$ cat src/rtl/imem_dmem_port_arbiter_if.sv
// imem_dmem_port_arbiter_if
//   Bundles the fetch requester, data requester and single-port memory
//   signals of the instruction/data memory port arbiter.
//
//   Fetch side : i_req, i_addr -> i_ready ; i_rvalid, i_rdata back
//   Data side  : d_req, d_we, d_addr, d_wdata, d_be -> d_ready ;
//                d_rvalid, d_rdata back (reads only)
//   Memory side: mem_en, mem_we, mem_addr, mem_wdata, mem_be out ;
//                mem_rdata in, valid the cycle after a read issue
//
//   Handshake: a requester raises req with a stable payload and keeps both
//   stable until it sees ready=1 in the same cycle; req && ready in a cycle
//   is the transfer. Dropping req before ready is allowed and issues nothing.
//   Responses are a single-cycle rvalid pulse with no backpressure; rdata
//   keeps its last value afterwards.
//
//   slave  : the arbiter side
//   master : the core/memory side (testbench drives through this view)

interface imem_dmem_port_arbiter_if #(
    parameter int ADDR_W = 32,
    parameter int DATA_W = 32
);
    logic                  i_req;
    logic [ADDR_W-1:0]     i_addr;
    logic                  i_ready;
    logic                  i_rvalid;
    logic [DATA_W-1:0]     i_rdata;

    logic                  d_req;
    logic                  d_we;
    logic [ADDR_W-1:0]     d_addr;
    logic [DATA_W-1:0]     d_wdata;
    logic [DATA_W/8-1:0]   d_be;
    logic                  d_ready;
    logic                  d_rvalid;
    logic [DATA_W-1:0]     d_rdata;

    logic                  mem_en;
    logic                  mem_we;
    logic [ADDR_W-1:0]     mem_addr;
    logic [DATA_W-1:0]     mem_wdata;
    logic [DATA_W/8-1:0]   mem_be;
    logic [DATA_W-1:0]     mem_rdata;

    modport slave (
        input  i_req, i_addr,
        input  d_req, d_we, d_addr, d_wdata, d_be,
        input  mem_rdata,
        output i_ready, i_rvalid, i_rdata,
        output d_ready, d_rvalid, d_rdata,
        output mem_en, mem_we, mem_addr, mem_wdata, mem_be
    );

    modport master (
        output i_req, i_addr,
        output d_req, d_we, d_addr, d_wdata, d_be,
        output mem_rdata,
        input  i_ready, i_rvalid, i_rdata,
        input  d_ready, d_rvalid, d_rdata,
        input  mem_en, mem_we, mem_addr, mem_wdata, mem_be
    );
endinterface

$ cat src/rtl/imem_dmem_port_arbiter.sv
// imem_dmem_port_arbiter
//   Shares one single-port synchronous memory (1-cycle read latency)
//   between the instruction-fetch and data requesters. Requests are only
//   accepted in IDLE; a read goes IDLE -> *_WAIT -> IDLE and returns
//   registered data with a one-cycle rvalid two cycles after acceptance.
//   Writes complete in the accept cycle and leave the block in IDLE.
//
// Parameters
//   ADDR_W    address width (must match the interface)
//   DATA_W    data width, multiple of 8 (must match the interface)
//   PRIO_MODE 0 = round-robin on simultaneous requests, 1 = data always wins
//
// Ports
//   clk         rising-edge clock
//   rst         synchronous active-high reset
//   bus         fetch/data/memory signal bundle (slave view)
//   dbg_state_o current FSM state: 0 IDLE, 1 I_WAIT, 2 D_WAIT

module imem_dmem_port_arbiter #(
    parameter int ADDR_W    = 32,
    parameter int DATA_W    = 32,
    parameter int PRIO_MODE = 0
) (
    input  logic                        clk,
    input  logic                        rst,
    imem_dmem_port_arbiter_if.slave     bus,
    output logic [1:0]                  dbg_state_o
);

    localparam logic [1:0] S_IDLE   = 2'd0;
    localparam logic [1:0] S_I_WAIT = 2'd1;
    localparam logic [1:0] S_D_WAIT = 2'd2;

    localparam logic GNT_FETCH = 1'b0;
    localparam logic GNT_DATA  = 1'b1;

    logic [1:0]        state_q, state_d;
    logic              last_grant_q, last_grant_d;
    logic              i_rvalid_q, i_rvalid_d;
    logic              d_rvalid_q, d_rvalid_d;
    logic [DATA_W-1:0] i_rdata_q, i_rdata_d;
    logic [DATA_W-1:0] d_rdata_q, d_rdata_d;

    logic              grant_i;
    logic              grant_d;

    // Grants only exist in IDLE and never while reset is asserted, so the
    // readies and the memory enable are quiet during reset and WAIT cycles.
    always_comb begin
        grant_i = 1'b0;
        grant_d = 1'b0;
        if (!rst && state_q == S_IDLE) begin
            if (bus.i_req && bus.d_req) begin
                // On a tie the side that did not win last time gets it,
                // unless data is configured as the fixed winner.
                if (PRIO_MODE == 1 || last_grant_q == GNT_FETCH) begin
                    grant_d = 1'b1;
                end else begin
                    grant_i = 1'b1;
                end
            end else begin
                grant_i = bus.i_req;
                grant_d = bus.d_req;
            end
        end
    end

    always_comb begin
        state_d      = state_q;
        last_grant_d = last_grant_q;
        case (state_q)
            S_IDLE: begin
                if (grant_i) begin
                    state_d      = S_I_WAIT;
                    last_grant_d = GNT_FETCH;
                end else if (grant_d) begin
                    last_grant_d = GNT_DATA;
                    if (!bus.d_we) begin
                        state_d = S_D_WAIT;
                    end
                end
            end
            S_I_WAIT: state_d = S_IDLE;
            S_D_WAIT: state_d = S_IDLE;
            default:  state_d = S_IDLE;
        endcase
    end

    // Memory data is valid in the WAIT cycle; capture it on the way back
    // to IDLE. rdata holds otherwise.
    always_comb begin
        i_rvalid_d = (state_q == S_I_WAIT);
        d_rvalid_d = (state_q == S_D_WAIT);
        i_rdata_d  = (state_q == S_I_WAIT) ? bus.mem_rdata : i_rdata_q;
        d_rdata_d  = (state_q == S_D_WAIT) ? bus.mem_rdata : d_rdata_q;
    end

    always_ff @(posedge clk) begin
        if (rst) begin
            state_q      <= S_IDLE;
            last_grant_q <= GNT_DATA;
            i_rvalid_q   <= 1'b0;
            d_rvalid_q   <= 1'b0;
            i_rdata_q    <= '0;
            d_rdata_q    <= '0;
        end else begin
            state_q      <= state_d;
            last_grant_q <= last_grant_d;
            i_rvalid_q   <= i_rvalid_d;
            d_rvalid_q   <= d_rvalid_d;
            i_rdata_q    <= i_rdata_d;
            d_rdata_q    <= d_rdata_d;
        end
    end

    assign bus.i_ready   = grant_i;
    assign bus.d_ready   = grant_d;
    assign bus.i_rvalid  = i_rvalid_q;
    assign bus.d_rvalid  = d_rvalid_q;
    assign bus.i_rdata   = i_rdata_q;
    assign bus.d_rdata   = d_rdata_q;

    assign bus.mem_en    = grant_i | grant_d;
    assign bus.mem_we    = grant_d & bus.d_we;
    assign bus.mem_addr  = grant_i ? bus.i_addr : (grant_d ? bus.d_addr : '0);
    assign bus.mem_wdata = grant_d ? bus.d_wdata : '0;
    assign bus.mem_be    = grant_d ? bus.d_be : '0;

    assign dbg_state_o   = state_q;

endmodule

$ cat src/flat_wrapper.sv
// flat-port wrapper written by rule: the top's interface ports become plain ports
module imem_dmem_port_arbiter_flat 
#(
    parameter int ADDR_W    = 32,
    parameter int DATA_W    = 32,
    parameter int PRIO_MODE = 0
)
  (clk, rst, dbg_state_o, bus_i_req, bus_i_addr, bus_d_req, bus_d_we, bus_d_addr, bus_d_wdata, bus_d_be, bus_mem_rdata, bus_i_ready, bus_i_rvalid, bus_i_rdata, bus_d_ready, bus_d_rvalid, bus_d_rdata, bus_mem_en, bus_mem_we, bus_mem_addr, bus_mem_wdata, bus_mem_be);
  imem_dmem_port_arbiter_if #(.ADDR_W(ADDR_W), .DATA_W(DATA_W)) bus_i ();
  input  logic clk;
  input  logic rst;
  output logic [1:0] dbg_state_o;
  input wire logic [$bits(bus_i.i_req)-1:0] bus_i_req;
  input wire logic [$bits(bus_i.i_addr)-1:0] bus_i_addr;
  input wire logic [$bits(bus_i.d_req)-1:0] bus_d_req;
  input wire logic [$bits(bus_i.d_we)-1:0] bus_d_we;
  input wire logic [$bits(bus_i.d_addr)-1:0] bus_d_addr;
  input wire logic [$bits(bus_i.d_wdata)-1:0] bus_d_wdata;
  input wire logic [$bits(bus_i.d_be)-1:0] bus_d_be;
  input wire logic [$bits(bus_i.mem_rdata)-1:0] bus_mem_rdata;
  output wire logic [$bits(bus_i.i_ready)-1:0] bus_i_ready;
  output wire logic [$bits(bus_i.i_rvalid)-1:0] bus_i_rvalid;
  output wire logic [$bits(bus_i.i_rdata)-1:0] bus_i_rdata;
  output wire logic [$bits(bus_i.d_ready)-1:0] bus_d_ready;
  output wire logic [$bits(bus_i.d_rvalid)-1:0] bus_d_rvalid;
  output wire logic [$bits(bus_i.d_rdata)-1:0] bus_d_rdata;
  output wire logic [$bits(bus_i.mem_en)-1:0] bus_mem_en;
  output wire logic [$bits(bus_i.mem_we)-1:0] bus_mem_we;
  output wire logic [$bits(bus_i.mem_addr)-1:0] bus_mem_addr;
  output wire logic [$bits(bus_i.mem_wdata)-1:0] bus_mem_wdata;
  output wire logic [$bits(bus_i.mem_be)-1:0] bus_mem_be;
  assign bus_i.i_req = bus_i_req;
  assign bus_i.i_addr = bus_i_addr;
  assign bus_i.d_req = bus_d_req;
  assign bus_i.d_we = bus_d_we;
  assign bus_i.d_addr = bus_d_addr;
  assign bus_i.d_wdata = bus_d_wdata;
  assign bus_i.d_be = bus_d_be;
  assign bus_i.mem_rdata = bus_mem_rdata;
  assign bus_i_ready = bus_i.i_ready;
  assign bus_i_rvalid = bus_i.i_rvalid;
  assign bus_i_rdata = bus_i.i_rdata;
  assign bus_d_ready = bus_i.d_ready;
  assign bus_d_rvalid = bus_i.d_rvalid;
  assign bus_d_rdata = bus_i.d_rdata;
  assign bus_mem_en = bus_i.mem_en;
  assign bus_mem_we = bus_i.mem_we;
  assign bus_mem_addr = bus_i.mem_addr;
  assign bus_mem_wdata = bus_i.mem_wdata;
  assign bus_mem_be = bus_i.mem_be;
  imem_dmem_port_arbiter #(.ADDR_W(ADDR_W), .DATA_W(DATA_W), .PRIO_MODE(PRIO_MODE)) u_core (.clk(clk), .rst(rst), .bus(bus_i), .dbg_state_o(dbg_state_o));
endmodule
$ cat config.mk
export PLATFORM = sky130hd
export DESIGN_NAME = imem_dmem_port_arbiter_flat
export DESIGN_NICKNAME = d
export VERILOG_FILES = /design/src/rtl/imem_dmem_port_arbiter_if.sv /design/src/rtl/imem_dmem_port_arbiter.sv /design/src/flat_wrapper.sv
export SDC_FILE = /design/constraint.sdc
export NUM_CORES = 1
export LEC_CHECK = 0
export BUFFER_PORTS_ARGS = -buffer_cell sky130_fd_sc_hd__buf_4
export CORE_AREA = 2 2 109 111
export DETAILED_ROUTE_END_ITERATION = 8
export DIE_AREA = 0 0 111 113
export GPL_TIMING_DRIVEN = 0
export HOLD_SLACK_MARGIN = 0.02
export MAX_ROUTING_LAYER = met4
export PLACE_DENSITY_LB_ADDON = 0.1
export SLEW_MARGIN = 40
export SYNTH_ARGS = -nofsm -noshare
export SYNTH_HDL_FRONTEND = slang
export SYNTH_SLANG_ARGS = --single-unit
$ cat constraint.sdc
create_clock -name clk -period 1.5 [get_ports clk]
set_input_delay 0.15 -clock clk [delete_from_list [all_inputs] [get_ports clk]]
set_output_delay 0.15 -clock clk [all_outputs]
set_load 0.01 [all_outputs]
==> results of run 1 <==
-- synthesized netlist by cell type --
master	n
buf_6	9
buf_2	14
or2_2	1
nor2b_1	3
buf_4	6
nand2_1	130
nand2b_1	3
nor2_1	3
a21oi_1	65
and2_1	38
a22o_1	32
a221o_1	1
clkbuf_1	5
buf_1	2
dfxtp_1	69
and3_1	3
nor3_2	1
-- cell type report --
type | instances | area, um2
Tap cell | 143 | 179
Timing Repair Buffer | 285 | 2240
Clock inverter | 5 | 85.1
Fill cell | 1108 | 5390
Sequential cell | 69 | 1390
Multi-Input combinational cell | 280 | 1480
Clock buffer | 10 | 229
Buffer | 35 | 278
-- worst reg2reg max path, delay by kind of cell (launching register included) --
kind | cells | cell delay, ps
buffers and inverters | 3 | 590
DFF | 1 | 350
and+or+nand+nor | 2 | 190
AOI/OAI and AO/OA | 1 | 120
-- registers in the layout (all words and copies together), names as in the netlist --
signal / count
u_core.bus.d_rdata: 32
u_core.bus.d_rvalid: 1
u_core.bus.i_rdata: 32
u_core.bus.i_rvalid: 1
u_core.dbg_state_o: 2
u_core.last_grant_q: 1
-- power breakdown --
| group | switching (W) | internal (W) |
|---|---|---|
| Sequential | 0.0000348 | 0.00190 |
| Clock | 0.000774 | 0.00145 |
| Combinational | 0.000459 | 0.000643 |
-- per-stage QoR --
stage                util  total power, W
floorplan               -         0.00236
global placement    0.470         0.00297
detailed placement  0.470         0.00299
CTS                 0.511         0.00529
global route        0.522         0.00548
finish              0.522         0.00526
-- repair_timing --
| action | CTS | global route |
|---|---|---|
| setup buffers | 4 | 1 |
| pin swaps | 4 | 8 |
| cloned | 3 | 2 |
| resized for setup | 26 | 15 |
| setup endpoints to repair | 72 | 72 |
-- worst paths after layout --
path	startpoint	to	slack (ps)	cells after the start
max	u_core.dbg_state_o[0]	bus_mem_addr[4]	-290	6
min	bus_mem_rdata[16]	u_core.bus.i_rdata[16]	80	3
max reg2reg	u_core.dbg_state_o[0]	u_core.bus.i_rdata[26]	190	6
min reg2reg	u_core.bus.i_rdata[19]	u_core.bus.i_rdata[19]	450	2
-- cell families (layout without fill, tap and decap cells) --
logic type,count (synthesis),after routing,synth area share
AND/OR/NAND/NOR,182,182,0.265
AO/OA/AOI/OAI,98,98,0.202
flip-flops,69,69,0.453
buffers and inverters,36,335,0.0796
-- per-layer routing --
| metal | wire length, um | up-vias | track usage | part of all wire |
|---|---|---|---|---|
| met3 | 916 | 12 | 0.0503 | 0.070 |
| met5 | 0 | - | - | 0 |
| met4 | 203 | 0 | 0.0600 | 0.016 |
| li1 | - | 1860 | - | - |
| met2 | 6580 | 169 | 0.353 | 0.51 |
| met1 | 5300 | 1699 | 0.237 | 0.41 |
==> flow_metrics.env, run 1 <==
export IMPL_finalCriticalPeriod_ps=1790
export IMPL_hold_viol=0
export IMPL_dieHeight_um=113
export IMPL_postSynthAreaPerCell_um2=7.92
export IMPL_start_util=0.271
export IMPL_cp_slowest_cell="dfxtp_4"
export IMPL_path_class="reg2out"
export IMPL_avgViaCountPerCell=4.52
export IMPL_drc=0
export IMPL_synth_top_cell_area_share=0.453
export IMPL_violations="setup timing"
export IMPL_max_cap_violations=0
export IMPL_fin_area_um2=5880
export IMPL_routed_wl_um=13000
export IMPL_antenna_found_initial=0
export IMPL_portBuffers=275
export IMPL_cp_num_buf_inv=3
export IMPL_drt_iter0_markers=151
export IMPL_htreeDepth=3
export IMPL_grt_pass1_wl_um=19600
export IMPL_synth_area_leaders="dfxtp_1 45%, nand2_1 16%, a21oi_1 11%"
export IMPL_period_share=1.20
export IMPL_startpoint_type="register"
export IMPL_leakage_nw=2.81
export IMPL_syn_to_final_growth_pct=92.8
export IMPL_slew_headroom=0.634
export IMPL_cp_end_kind="primary output"
export IMPL_cp_arrival_ps=1640
export IMPL_synth_fp_nets=522
export IMPL_layout_cells_non_filler=827
export IMPL_gr_usage_all_layers=0.204
export IMPL_tns_ps=-18530
export IMPL_synth_area_um2=3050
export IMPL_min_path_type="in2reg"
export IMPL_cpLargestDelayFamily="simple AND/OR/NAND/NOR gates"
export IMPL_yosysTopAreaCell="dfxtp_1"
export IMPL_layout_commonest_cell="buf_4"
export IMPL_crit_chain="nor3_4 > and3_4 > buf_12 > buf_8 > a22o_1 > buf_4"
export IMPL_cts_hold_buffers=0
export IMPL_crit_path_max_incr_delay_ps=350
export IMPL_holdWs_ps=78.1
export IMPL_core_area_um2=11300
export IMPL_peakVddDrop_v=0.000561
export IMPL_cts_buffers=9
export IMPL_fmax_mhz=558
export IMPL_wl_per_cell_um=15.7
export IMPL_cts_sinks=69
export IMPL_ys_seq_area_frac=0.453
export IMPL_ant_nets=0
export IMPL_setup_slack_ps=-293
export IMPL_required_ps=1350
export IMPL_grt_overflow=0
export IMPL_dieArea_um2=12500
export IMPL_clkSlewWorstSetupHoldPaths_ps=60
export IMPL_vias=3740
export IMPL_nNetsFinal=817
export IMPL_drt_pass1_iterations=4
export IMPL_worst_slew_pin_transition_ps=549
export IMPL_power_per_cell_area_nw_per_um2=895
export IMPL_final_cell_mix="274 x buf_4, 130 x nand2_1, 66 x dfxtp_1"
export IMPL_io_pins=277
export IMPL_dp_hpwl_um=10500
export IMPL_cts_tree="built"
export IMPL_die_w_um=111
export IMPL_clockBufferDepth=2
export IMPL_grt_pass1_vias=3710
export IMPL_finClkSkew_ps=6.97
export IMPL_setup_viol=72
export IMPL_placed_area_um2=5290
export IMPL_dp_cells=803
export IMPL_slew_violations=0
export IMPL_globalplace_congestion=0.884
export IMPL_layout_drive_gt1_share=0.499
export IMPL_diodes=0
export IMPL_cts_root_buf="clkbuf_16"
export IMPL_synth_seq_cells=69
export IMPL_ys_warn_count=0
export IMPL_num_rows=39
export IMPL_dp_slack_ps=-75.0
export IMPL_synth_distinct_cells=17
export IMPL_clock_latency_ps=330
export IMPL_netlist_instances=385
export IMPL_cp_max_fo=8
export IMPL_grt_max_degree=13
export IMPL_status="complete, but fails checks"
export IMPL_grt_setup_unrepaired="yes"
Note: power is estimated with default switching activity, not from simulation.
==> run 2: changes to the inputs <==
--- a/config.mk
+++ b/config.mk
@@ -13,6 +13,7 @@
 export HOLD_SLACK_MARGIN = 0.02
 export MAX_ROUTING_LAYER = met4
 export PLACE_DENSITY_LB_ADDON = 0.1
+export RECOVER_POWER = 25
 export SLEW_MARGIN = 40
 export SYNTH_ARGS = -nofsm -noshare
 export SYNTH_HDL_FRONTEND = slang
==> run 2 against run 1 <==
Net effect: the run still ends with setup timing left; first-iteration DRC count fell by 1.3%; worst hold slack gained 1.8 ps; largest cell class unchanged; critical endpoint unchanged; flip-flop and latch count unchanged; sequential share of layout area increased by 0.51 points; power decreased by 0.50%; die area did not move.
==> flow_metrics.env, run 2 (synthesis results as in run 1) <==
export IMPL_drc=0
export IMPL_avgViaCountPerCell=4.52
export IMPL_dp_cells=803
export IMPL_layout_commonest_cell="buf_4"
export IMPL_grt_max_degree=13
export IMPL_slew_violations=0
export IMPL_grt_pass1_wl_um=19600
export IMPL_cts_hold_buffers=0
export IMPL_dp_slack_ps=-75.0
export IMPL_cp_arrival_ps=1640
export IMPL_core_area_um2=11300
export IMPL_globalplace_congestion=0.884
export IMPL_final_cell_mix="241 x buf_4, 130 x nand2_1, 66 x dfxtp_1"
export IMPL_cp_max_fo=8
export IMPL_wl_per_cell_um=15.7
export IMPL_holdPathStages=3
export IMPL_grt_setup_unrepaired="yes"
export IMPL_routed_wl_um=13000
export IMPL_reg2reg_depth=6
export IMPL_cts_root_buf="clkbuf_16"
export IMPL_num_rows=39
export IMPL_cts_sinks=69
export IMPL_grtUsageMet3=0.0503
export IMPL_ant_nets=0
export IMPL_worst_slew_pin_transition_ps=551
export IMPL_diodes=0
export IMPL_peakVddDrop_v=0.000556
export IMPL_io_pins=277
export IMPL_gr_usage_all_layers=0.204
export IMPL_dp_hpwl_um=10500
export IMPL_tns_ps=-18530
export IMPL_grt_use_met1=0.237
export IMPL_drt_iter0_markers=149
export IMPL_layout_drive_gt1_share=0.450
export IMPL_grt_use_met2=0.353
export IMPL_period_share=1.20
export IMPL_crit_chain="nor3_4 > and3_4 > buf_12 > buf_8 > a22o_1 > buf_4"
export IMPL_leakage_nw=2.67
export IMPL_dieHeight_um=113
export IMPL_fmax_mhz=558
export IMPL_clockBufferDepth=2
export IMPL_fin_area_um2=5760
export IMPL_layout_cells_non_filler=827
export IMPL_nNetsFinal=817
export IMPL_required_ps=1350
export IMPL_slew_headroom=0.633
export IMPL_busiest_layer="met2"
export IMPL_die_w_um=111
export IMPL_cp_end_kind="primary output"
export IMPL_path_class="reg2out"
export IMPL_cpLargestDelayFamily="simple AND/OR/NAND/NOR gates"
export IMPL_cp_num_buf_inv=3
export IMPL_crit_path_max_incr_delay_ps=350
export IMPL_cts_tree="built"
export IMPL_power_per_cell_area_nw_per_um2=910
export IMPL_max_cap_violations=0
export IMPL_cp_depth=6
export IMPL_min_path_type="in2reg"
export IMPL_setup_viol=72
export IMPL_dieArea_um2=12500
export IMPL_portBuffers=275
export IMPL_grt_overflow=0
export IMPL_violations="setup timing"
export IMPL_grt_pass1_vias=3710
export IMPL_hold_viol=0
export IMPL_clkSlewWorstSetupHoldPaths_ps=60
export IMPL_cp_slowest_cell="dfxtp_4"
export IMPL_holdWs_ps=80.0
export IMPL_startpoint_type="register"
export IMPL_setup_slack_ps=-293
export IMPL_status="complete, but fails checks"
export IMPL_drt_pass1_iterations=4
export IMPL_placed_area_um2=5290
export IMPL_antenna_found_initial=0
export IMPL_syn_to_final_growth_pct=88.8
export IMPL_finalCriticalPeriod_ps=1790
export IMPL_htreeDepth=3
export IMPL_cts_buffers=9
export IMPL_finClkSkew_ps=5.81
export IMPL_clock_latency_ps=320
export IMPL_vias=3741
export IMPL_start_util=0.271
-- run 2: cell count changes in the layout (fill, tap and decap cells not counted) --
cell      before  now
clkbuf_1       6   39
buf_4        274  241
-- run 2: tightest hold or removal path, delay by kind of cell --
| kind | cells | cell delay (ps) |
|---|---|---|
| buffers and inverters | 1 | 110 |
| AND/OR/NAND/NOR | 1 | 50 |
| AO/OA/AOI/OAI | 1 | 50 |
-- run 2: metrics by stage --
| step | total power, W | utilization |
|---|---|---|
| 2_1_floorplan | 0.00236 | - |
| 3_3_place_gp | 0.00297 | 0.470 |
| 3_5_place_dp | 0.00299 | 0.470 |
| 4_1_cts | 0.00529 | 0.511 |
| 5_1_grt | 0.00546 | 0.511 |
| 6_report | 0.00523 | 0.511 |
-- run 2: area by class of cell --
cell class | count | area, um2
Fill cell | 1129 | 5520
Timing Repair Buffer | 285 | 2110
Multi-Input combinational cell | 280 | 1480
Sequential cell | 69 | 1390
Buffer | 35 | 278
Clock buffer | 10 | 229
Tap cell | 143 | 179
Clock inverter | 5 | 85.1
-- run 2: worst paths after layout --
check                                       startpoint  slack (ps)                endpoint
worst max-delay path             u_core.dbg_state_o[0]        -290         bus_mem_addr[4]
worst min-delay path                 bus_mem_rdata[13]          80  u_core.bus.d_rdata[13]
worst max register to register   u_core.dbg_state_o[0]         190  u_core.bus.i_rdata[26]
worst min register to register  u_core.bus.i_rdata[19]         450  u_core.bus.i_rdata[19]
-- run 2: layer usage --
metal,vias up,part of all wire
met5,-,0
met4,0,0.016
met3,12,0.068
met2,172,0.51
met1,1698,0.41
li1,1859,-
-- run 2: power by group --
| part | switching [W] | internal, W | total, W |
|---|---|---|---|
| Combinational | 0.000459 | 0.000622 | 0.00108 |
| Clock | 0.000770 | 0.00145 | 0.00222 |
| Sequential | 0.0000342 | 0.00190 | 0.00193 |
| Total | 0.00126 | 0.00397 | 0.00523 |
-- run 2: what timing repair did --
item                                    in CTS  in global routing
endpoints found under the setup margin      72                 72
pin swaps                                    4                  8
setup buffers                                4                  1
hold endpoints to repair                     0                  0
gates cloned                                 3                  2
gates resized for setup                     26                 15
